**src/rtl/dot_product_sequencer_if.sv**
```systemverilog
// Bus between the dot-product sequencer and the shared ram_reader, multiply and
// accumulator resources. The master side is the sequencer.
interface dot_product_sequencer_if #(
  parameter int ADDR_WIDTH = 27
);
  logic                  read_req;
  logic [ADDR_WIDTH-1:0] read_address;
  logic                  read_data_valid;
  logic [15:0]           ram_data_out;
  logic                  mul_valid;
  logic [15:0]           mul_a;
  logic [15:0]           mul_b;
  logic                  mul_result_valid;
  logic [15:0]           mul_result;
  logic                  acc_valid;
  logic [15:0]           acc_data;
  logic                  acc_last;
  logic [15:0]           acc_result;
  logic                  acc_result_last;

  modport master (
    output read_req, read_address, mul_valid, mul_a, mul_b, acc_valid, acc_data, acc_last,
    input  read_data_valid, ram_data_out, mul_result_valid, mul_result, acc_result, acc_result_last
  );

  modport slave (
    input  read_req, read_address, mul_valid, mul_a, mul_b, acc_valid, acc_data, acc_last,
    output read_data_valid, ram_data_out, mul_result_valid, mul_result, acc_result, acc_result_last
  );
endinterface

```
**src/rtl/dot_product_sequencer.sv**
```systemverilog
// Sequences one FP16 dot product: reads A/B element pairs, multiplies them, streams
// products to the accumulator with tlast on the final element and captures the sum.
module dot_product_sequencer #(
  parameter int ADDR_WIDTH     = 27,
  parameter int LEN_WIDTH      = 12,
  parameter int ADDR_STRIDE    = 1,
  parameter int TIMEOUT_CYCLES = 1024
) (
  input  logic                  clk,
  input  logic                  reset,
  input  logic                  start,
  input  logic [ADDR_WIDTH-1:0] base_a,
  input  logic [ADDR_WIDTH-1:0] base_b,
  input  logic [LEN_WIDTH-1:0]  vec_len,
  dot_product_sequencer_if.master bus,
  output logic                  busy,
  output logic                  done,
  output logic                  error,
  output logic [15:0]           result
);

  localparam int TO_W = $clog2(TIMEOUT_CYCLES + 1);
  localparam logic [TO_W-1:0]       TO_LAST = TO_W'(TIMEOUT_CYCLES - 1);
  localparam logic [ADDR_WIDTH-1:0] STRIDE  = ADDR_WIDTH'(ADDR_STRIDE);

  typedef enum logic [3:0] {
    IDLE     = 4'd0,
    REQ_A    = 4'd1,
    WAIT_A   = 4'd2,
    REQ_B    = 4'd3,
    WAIT_B   = 4'd4,
    MUL      = 4'd5,
    WAIT_MUL = 4'd6,
    ACC      = 4'd7,
    WAIT_ACC = 4'd8,
    DONE     = 4'd9
  } state_t;

  state_t                state_r;
  logic [ADDR_WIDTH-1:0] ptr_a_r;
  logic [ADDR_WIDTH-1:0] ptr_b_r;
  logic [LEN_WIDTH-1:0]  len_r;
  logic [LEN_WIDTH-1:0]  idx_r;
  logic [15:0]           op_a_r;
  logic [TO_W-1:0]       tmo_r;
  logic                  tmo_expired_s;
  logic                  last_s;

  assign tmo_expired_s = (tmo_r == TO_LAST);
  assign last_s        = (idx_r == (len_r - LEN_WIDTH'(1)));

  // Sequencer state, datapath registers and registered outputs; strobes are high
  // exactly while the FSM sits in their state.
  always_ff @(posedge clk or posedge reset) begin
    if (reset) begin
      state_r          <= IDLE;
      ptr_a_r          <= {ADDR_WIDTH{1'b0}};
      ptr_b_r          <= {ADDR_WIDTH{1'b0}};
      len_r            <= {LEN_WIDTH{1'b0}};
      idx_r            <= {LEN_WIDTH{1'b0}};
      op_a_r           <= 16'h0000;
      tmo_r            <= {TO_W{1'b0}};
      bus.read_req     <= 1'b0;
      bus.read_address <= {ADDR_WIDTH{1'b0}};
      bus.mul_valid    <= 1'b0;
      bus.mul_a        <= 16'h0000;
      bus.mul_b        <= 16'h0000;
      bus.acc_valid    <= 1'b0;
      bus.acc_data     <= 16'h0000;
      bus.acc_last     <= 1'b0;
      busy             <= 1'b0;
      done             <= 1'b0;
      error            <= 1'b0;
      result           <= 16'h0000;
    end else begin
      bus.read_req  <= 1'b0;
      bus.mul_valid <= 1'b0;
      bus.acc_valid <= 1'b0;
      bus.acc_last  <= 1'b0;
      done          <= 1'b0;
      error         <= 1'b0;
      case (state_r)
        IDLE: begin
          if (start) begin
            ptr_a_r <= base_a;
            ptr_b_r <= base_b;
            len_r   <= vec_len;
            idx_r   <= {LEN_WIDTH{1'b0}};
            result  <= 16'h0000;
            if (vec_len == {LEN_WIDTH{1'b0}}) begin
              busy    <= 1'b0;
              done    <= 1'b1;
              state_r <= DONE;
            end else begin
              busy             <= 1'b1;
              bus.read_req     <= 1'b1;
              bus.read_address <= base_a;
              state_r          <= REQ_A;
            end
          end else begin
            state_r <= IDLE;
          end
        end
        REQ_A: begin
          tmo_r   <= {TO_W{1'b0}};
          state_r <= WAIT_A;
        end
        WAIT_A: begin
          // Timeout is checked first so it wins over a same-cycle strobe.
          if (tmo_expired_s) begin
            error   <= 1'b1;
            busy    <= 1'b0;
            state_r <= IDLE;
          end else if (bus.read_data_valid) begin
            op_a_r           <= bus.ram_data_out;
            bus.read_req     <= 1'b1;
            bus.read_address <= ptr_b_r;
            state_r          <= REQ_B;
          end else begin
            tmo_r <= tmo_r + TO_W'(1);
          end
        end
        REQ_B: begin
          tmo_r   <= {TO_W{1'b0}};
          state_r <= WAIT_B;
        end
        WAIT_B: begin
          if (tmo_expired_s) begin
            error   <= 1'b1;
            busy    <= 1'b0;
            state_r <= IDLE;
          end else if (bus.read_data_valid) begin
            bus.mul_valid <= 1'b1;
            bus.mul_a     <= op_a_r;
            bus.mul_b     <= bus.ram_data_out;
            state_r       <= MUL;
          end else begin
            tmo_r <= tmo_r + TO_W'(1);
          end
        end
        MUL: begin
          tmo_r   <= {TO_W{1'b0}};
          state_r <= WAIT_MUL;
        end
        WAIT_MUL: begin
          if (tmo_expired_s) begin
            error   <= 1'b1;
            busy    <= 1'b0;
            state_r <= IDLE;
          end else if (bus.mul_result_valid) begin
            bus.acc_valid <= 1'b1;
            bus.acc_data  <= bus.mul_result;
            bus.acc_last  <= last_s;
            state_r       <= ACC;
          end else begin
            tmo_r <= tmo_r + TO_W'(1);
          end
        end
        ACC: begin
          if (last_s) begin
            tmo_r   <= {TO_W{1'b0}};
            state_r <= WAIT_ACC;
          end else begin
            idx_r            <= idx_r + LEN_WIDTH'(1);
            ptr_a_r          <= ptr_a_r + STRIDE;
            ptr_b_r          <= ptr_b_r + STRIDE;
            bus.read_req     <= 1'b1;
            bus.read_address <= ptr_a_r + STRIDE;
            state_r          <= REQ_A;
          end
        end
        WAIT_ACC: begin
          // The accumulator has already taken tlast, so an abort here needs no flush.
          if (tmo_expired_s) begin
            error   <= 1'b1;
            busy    <= 1'b0;
            state_r <= IDLE;
          end else if (bus.acc_result_last) begin
            result  <= bus.acc_result;
            done    <= 1'b1;
            busy    <= 1'b0;
            state_r <= DONE;
          end else begin
            tmo_r <= tmo_r + TO_W'(1);
          end
        end
        DONE: begin
          state_r <= IDLE;
        end
        default: begin
          busy    <= 1'b0;
          state_r <= IDLE;
        end
      endcase
    end
  end

endmodule

```
**src/flat_wrapper.sv**
```systemverilog
// flat-port wrapper written by rule: the top's interface ports become plain ports
module dot_product_sequencer_flat 
#(
  parameter int ADDR_WIDTH     = 27,
  parameter int LEN_WIDTH      = 12,
  parameter int ADDR_STRIDE    = 1,
  parameter int TIMEOUT_CYCLES = 1024
)
  (clk, reset, start, base_a, base_b, vec_len, busy, done, error, result, bus_read_req, bus_read_address, bus_mul_valid, bus_mul_a, bus_mul_b, bus_acc_valid, bus_acc_data, bus_acc_last, bus_read_data_valid, bus_ram_data_out, bus_mul_result_valid, bus_mul_result, bus_acc_result, bus_acc_result_last);
  dot_product_sequencer_if #(.ADDR_WIDTH(ADDR_WIDTH)) bus_i ();
  input  logic clk;
  input  logic reset;
  input  logic start;
  input  logic [ADDR_WIDTH-1:0] base_a;
  input  logic [ADDR_WIDTH-1:0] base_b;
  input  logic [LEN_WIDTH-1:0] vec_len;
  output logic busy;
  output logic done;
  output logic error;
  output logic [15:0] result;
  output wire logic [$bits(bus_i.read_req)-1:0] bus_read_req;
  output wire logic [$bits(bus_i.read_address)-1:0] bus_read_address;
  output wire logic [$bits(bus_i.mul_valid)-1:0] bus_mul_valid;
  output wire logic [$bits(bus_i.mul_a)-1:0] bus_mul_a;
  output wire logic [$bits(bus_i.mul_b)-1:0] bus_mul_b;
  output wire logic [$bits(bus_i.acc_valid)-1:0] bus_acc_valid;
  output wire logic [$bits(bus_i.acc_data)-1:0] bus_acc_data;
  output wire logic [$bits(bus_i.acc_last)-1:0] bus_acc_last;
  input wire logic [$bits(bus_i.read_data_valid)-1:0] bus_read_data_valid;
  input wire logic [$bits(bus_i.ram_data_out)-1:0] bus_ram_data_out;
  input wire logic [$bits(bus_i.mul_result_valid)-1:0] bus_mul_result_valid;
  input wire logic [$bits(bus_i.mul_result)-1:0] bus_mul_result;
  input wire logic [$bits(bus_i.acc_result)-1:0] bus_acc_result;
  input wire logic [$bits(bus_i.acc_result_last)-1:0] bus_acc_result_last;
  assign bus_read_req = bus_i.read_req;
  assign bus_read_address = bus_i.read_address;
  assign bus_mul_valid = bus_i.mul_valid;
  assign bus_mul_a = bus_i.mul_a;
  assign bus_mul_b = bus_i.mul_b;
  assign bus_acc_valid = bus_i.acc_valid;
  assign bus_acc_data = bus_i.acc_data;
  assign bus_acc_last = bus_i.acc_last;
  assign bus_i.read_data_valid = bus_read_data_valid;
  assign bus_i.ram_data_out = bus_ram_data_out;
  assign bus_i.mul_result_valid = bus_mul_result_valid;
  assign bus_i.mul_result = bus_mul_result;
  assign bus_i.acc_result = bus_acc_result;
  assign bus_i.acc_result_last = bus_acc_result_last;
  dot_product_sequencer #(.ADDR_WIDTH(ADDR_WIDTH), .LEN_WIDTH(LEN_WIDTH), .ADDR_STRIDE(ADDR_STRIDE), .TIMEOUT_CYCLES(TIMEOUT_CYCLES)) u_core (.clk(clk), .reset(reset), .start(start), .base_a(base_a), .base_b(base_b), .vec_len(vec_len), .bus(bus_i), .busy(busy), .done(done), .error(error), .result(result));
endmodule
```
**config.mk**
```make
export PLATFORM = sky130hd
export DESIGN_NAME = dot_product_sequencer_flat
export DESIGN_NICKNAME = d
export VERILOG_FILES = /design/src/rtl/dot_product_sequencer_if.sv /design/src/rtl/dot_product_sequencer.sv /design/src/flat_wrapper.sv
export SDC_FILE = /design/constraint.sdc
export NUM_CORES = 1
export LEC_CHECK = 0
export BUFFER_PORTS_ARGS = -buffer_cell sky130_fd_sc_hd__buf_2
export CORE_AREA = 2 2 172 208
export DETAILED_ROUTE_END_ITERATION = 8
export DIE_AREA = 0 0 174 210
export HOLD_SLACK_MARGIN = 0.08
export PLACE_DENSITY = 0.53
export SETUP_SLACK_MARGIN = 0.02
export SLEW_MARGIN = 25
export SYNTH_ARGS = -nofsm -noshare
export SYNTH_HDL_FRONTEND = slang
export SYNTH_SLANG_ARGS = --single-unit
```
**constraint.sdc**
```tcl
create_clock -name clk -period 7.8 [get_ports clk]
set_clock_uncertainty 0.2 [all_clocks]
set_input_delay 0.39 -clock clk [delete_from_list [all_inputs] [get_ports clk]]
set_output_delay 0.39 -clock clk [all_outputs]
set_load 0.005 [all_outputs]
```
==> qor.yml <==
run_status:
  outcome: "complete, no violations"
timing:
  hold_violations: 0
  rsz0062_at_grt: "false"
  relSlewSlack_pct: 40.2
  worst_pin_slew_ps: 894
  slew_viol_final: 0
  period_needed_ps: 4220
  fin_tns_setup_ps: 0
  fin_crit_sh_pct: 54.1
  setup_viol: 0
  clock.fmax_mhz: 237
floorplanning:
  num_rows: 75
  io_pins: 218
  core_area_um2: 34500
  start_util_pct: 31.6
  dieArea_um2: 36500
  die_x_um: 174
  die-height_um: 210
power:
  swShare_pct: 38.7
  power_frac_seq_pct: 36.8
  vdd_drop_max_mv: 0.165
  p_clk_share_pct: 21.9
  powerDensity_nw_per_um2: 375
  p_switching_mw: 2.08
  internal_power_mw: 3.30
  p_leak_nw: 6.27
  combPwrFrac_pct: 41.3
setup_path:
  crit_chain: "inv_1 -> ha_1 -> or3b_2 -> or4_1 -> a21oi_2 -> or3_1 -> nand3_2 -> a21boi_4 -> buf_16 -> mux2_2"
  crit_end: "u_core.bus.read_address[19]$_DFFE_PP0P_"
  r2r_cells: 10
  crit_slowest_cell: "a21boi_4"
  start_kind: "flip-flop"
  reg2reg_slack_ps: 3580
  reg2reg_from: "u_core.len_r[0]$_DFFE_PP0P_"
  crit_path_start: "u_core.len_r[0]$_DFFE_PP0P_"
  path_buf_inv: 2
  arrival_ps: 4440
  cp_top_family: "simple AND/OR/NAND/NOR gates"
  crit_required_ps: 8020
  critPathMaxFanout: 18
  crit_cells: 10
  max_stage_delay_ps: 630
  path_class: "reg -> reg"
  worstReg2RegEnd: "u_core.bus.read_address[19]$_DFFE_PP0P_"
  cp-end-kind: "flip-flop"
final_layout:
  drive_above_1_share_pct: 27.6
  area_delta_synth_final_pct: 31.6
  final_nets: 1509
  stdcell_count: 1864
route:
  routed_wl_um: 33600
  firstDrtPassIters: 8
  drcViolationCount: 0
  via_per_inst: 5.26
  ant_nets: 0
  wl_per_cell_um: 18.0
  num_vias: 9813
  first_iter_violations: 642
synthesis:
  syn_inst: 1092
  synth_area_per_cell_um2: 10.0
  synth_most_common_cell: "dfrtp_1"
  ys.warnings.count: 0
  seq_area_frac_synth_pct: 47.4
  ys.flop_type: "dfrtp_1"
  yosys-top-cells-count: "dfrtp_1 (207), nand2_1 (92), mux2_2 (73)"
  synth_area_um2: 10900
  synth_edf_count: 0
  synth_area_leaders: "dfrtp_1 (47%), mux2_2 (7.5%), a21oi_1 (3.3%)"
  synthArstFlopShare_pct: 100
  synth_cell_types: 77
  synth-seq-cells: 207
  synth_nets: 1217
  synth_top_area_share_pct: 47.4
  synth_area_leader_cell: "dfrtp_1"
clocking:
  cts_resized: 0
  cts_buffer_depth: 3
  clk_pin_slew_ps: 70
  cts_tree: "done"
  cts_hold_buf: 113
  postCtsSetupBuffers: 0
  cts_buffers: 25
  clock_sinks: 207
  clk-insertion-delay-late_ps: 540
  cts_root_buffer: "clkbuf_16"
  htreeDepth: 1
place:
  dp.cells: 1706
  port_buffers: 217
  dpl.hpwl_um: 22300
  gp_congestion: 0.864
grt:
  overflow: 0
  grt.total_usage_pct: 18.2
  grt_pass1_wl_um: 53800
  grt_max_degree: 85
  first_global_vias: 9669
  antenna_found_initial: 4
run:
  maxCapViolCount: 0
hold_path:
  hp-class: "in -> reg"
-- registers in the layout, summed over array words and instances (netlist names), 4 cells and up --
register / count
u_core.ptr_b_r: 27
u_core.tmo_r: 11
u_core.result: 16
u_core.bus.read_address: 27
u_core.idx_r: 12
u_core.state_r: 4
u_core.ptr_a_r: 27
u_core.len_r: 12
u_core.op_a_r: 16
u_core.bus.acc_data: 16
u_core.bus.mul_a: 16
u_core.bus.mul_b: 16
-- layout make-up --
cell class | count | area [um^2]
Clock buffer | 30 | 654
Fill cell | 3443 | 20200
Inverter | 19 | 78.8
Clock inverter | 14 | 166
Sequential cell | 207 | 5180
Antenna cell | 1 | 2.50
Tap cell | 462 | 578
Timing Repair Buffer | 344 | 2340
Multi-Input combinational cell | 787 | 5360
-- how the worst min path moves through the flow --
stage                                       from                            end  slack, ps  depth (start not counted)
finish                                     start  u_core.state_r[0]$_DFFE_PP0P_        120                          5
global route                           base_b[1]  u_core.ptr_b_r[1]$_DFFE_PP0P_        110                          3
CTS                          bus_acc_result_last  u_core.state_r[0]$_DFFE_PP0P_         90                          4
detailed placement  u_core.result[4]$_DFFE_PP0P_   u_core.result[4]$_DFFE_PP0P_        290                          1
global placement    u_core.result[2]$_DFFE_PP0P_   u_core.result[2]$_DFFE_PP0P_        280                          1
floorplan           u_core.len_r[11]$_DFFE_PP0P_   u_core.len_r[11]$_DFFE_PP0P_        270                          2
-- worst register-to-register path: stages, from the launching register on --
cell,delay [ps]
dfrtp_1,440
inv_1,100
ha_1,310
or3b_2,500
or4_1,500
a21oi_2,200
or3_1,260
nand3_2,350
a21boi_4,630
buf_16,250
mux2_2,370
-- logic make-up (layout without fill, tap and decap cells) --
kind of cell    after synthesis  in the layout  synth area share, %
simple gates                354            354                 16.9
buf+inv                      98            407                 3.92
xor+xnor                     38             38                 3.05
fa+ha+maj                     5              5                0.573
mux                          95             95                 10.4
compound gates              295            295                 17.8
other cells                   0              1                    0
flops                       207            207                 47.4
-- power groups by stage --
stage	Combinational [mW]	Clock (mW)	Sequential (mW)
2_1_floorplan	1.63	0	1.83
3_3_place_gp	2.14	0	1.97
3_5_place_dp	2.18	0	1.99
4_1_cts	2.23	1.22	1.97
5_1_grt	2.47	1.26	2.06
6_report	2.23	1.18	1.98
-- metal layers --
layer	GRT usage [%]	up-vias	wire length [um]
met5	0	-	24
li1	-	4640	-
met4	5.33	4	748
met2	29.8	318	15600
met1	24.5	4800	14900
met3	3.66	51	2330
-- layout by cell type, fill, tap and decap left out, drive strengths merged, types with 9 or more instances in the layout --
cell         count
a211oi          18
a22oi           22
nor2            62
and3            28
a22o            20
buf            231
o31ai            9
xnor2           23
nand4           13
or3             15
a31oi           15
and4            11
mux2            91
nand3           48
clkbuf          30
dlygate4sd3    113
xor2            15
nor3            33
dfrtp          207
o21ai           60
nand2           92
a21oi           73
nor4            12
inv             19
a311oi          11
o22ai           22
-- metrics by stage --
stage / hold WS [ps] / area (um^2) / power, mW / util, % / setup WS (ps)
2_1_floorplan: 267 / 10900 / 3.47 / - / 1560
4_1_cts: 85.8 / 14400 / 5.42 / 41.6 / 3610
5_1_grt: 112 / 14400 / 5.79 / 41.6 / 3380
6_report: 117 / 14400 / 5.39 / 41.6 / 3580
3_5_place_dp: 286 / 12400 / 4.17 / 35.9 / 3620
3_3_place_gp: 284 / 12400 / 4.11 / 35.8 / 3460
Power figures use the tool's default switching activity.
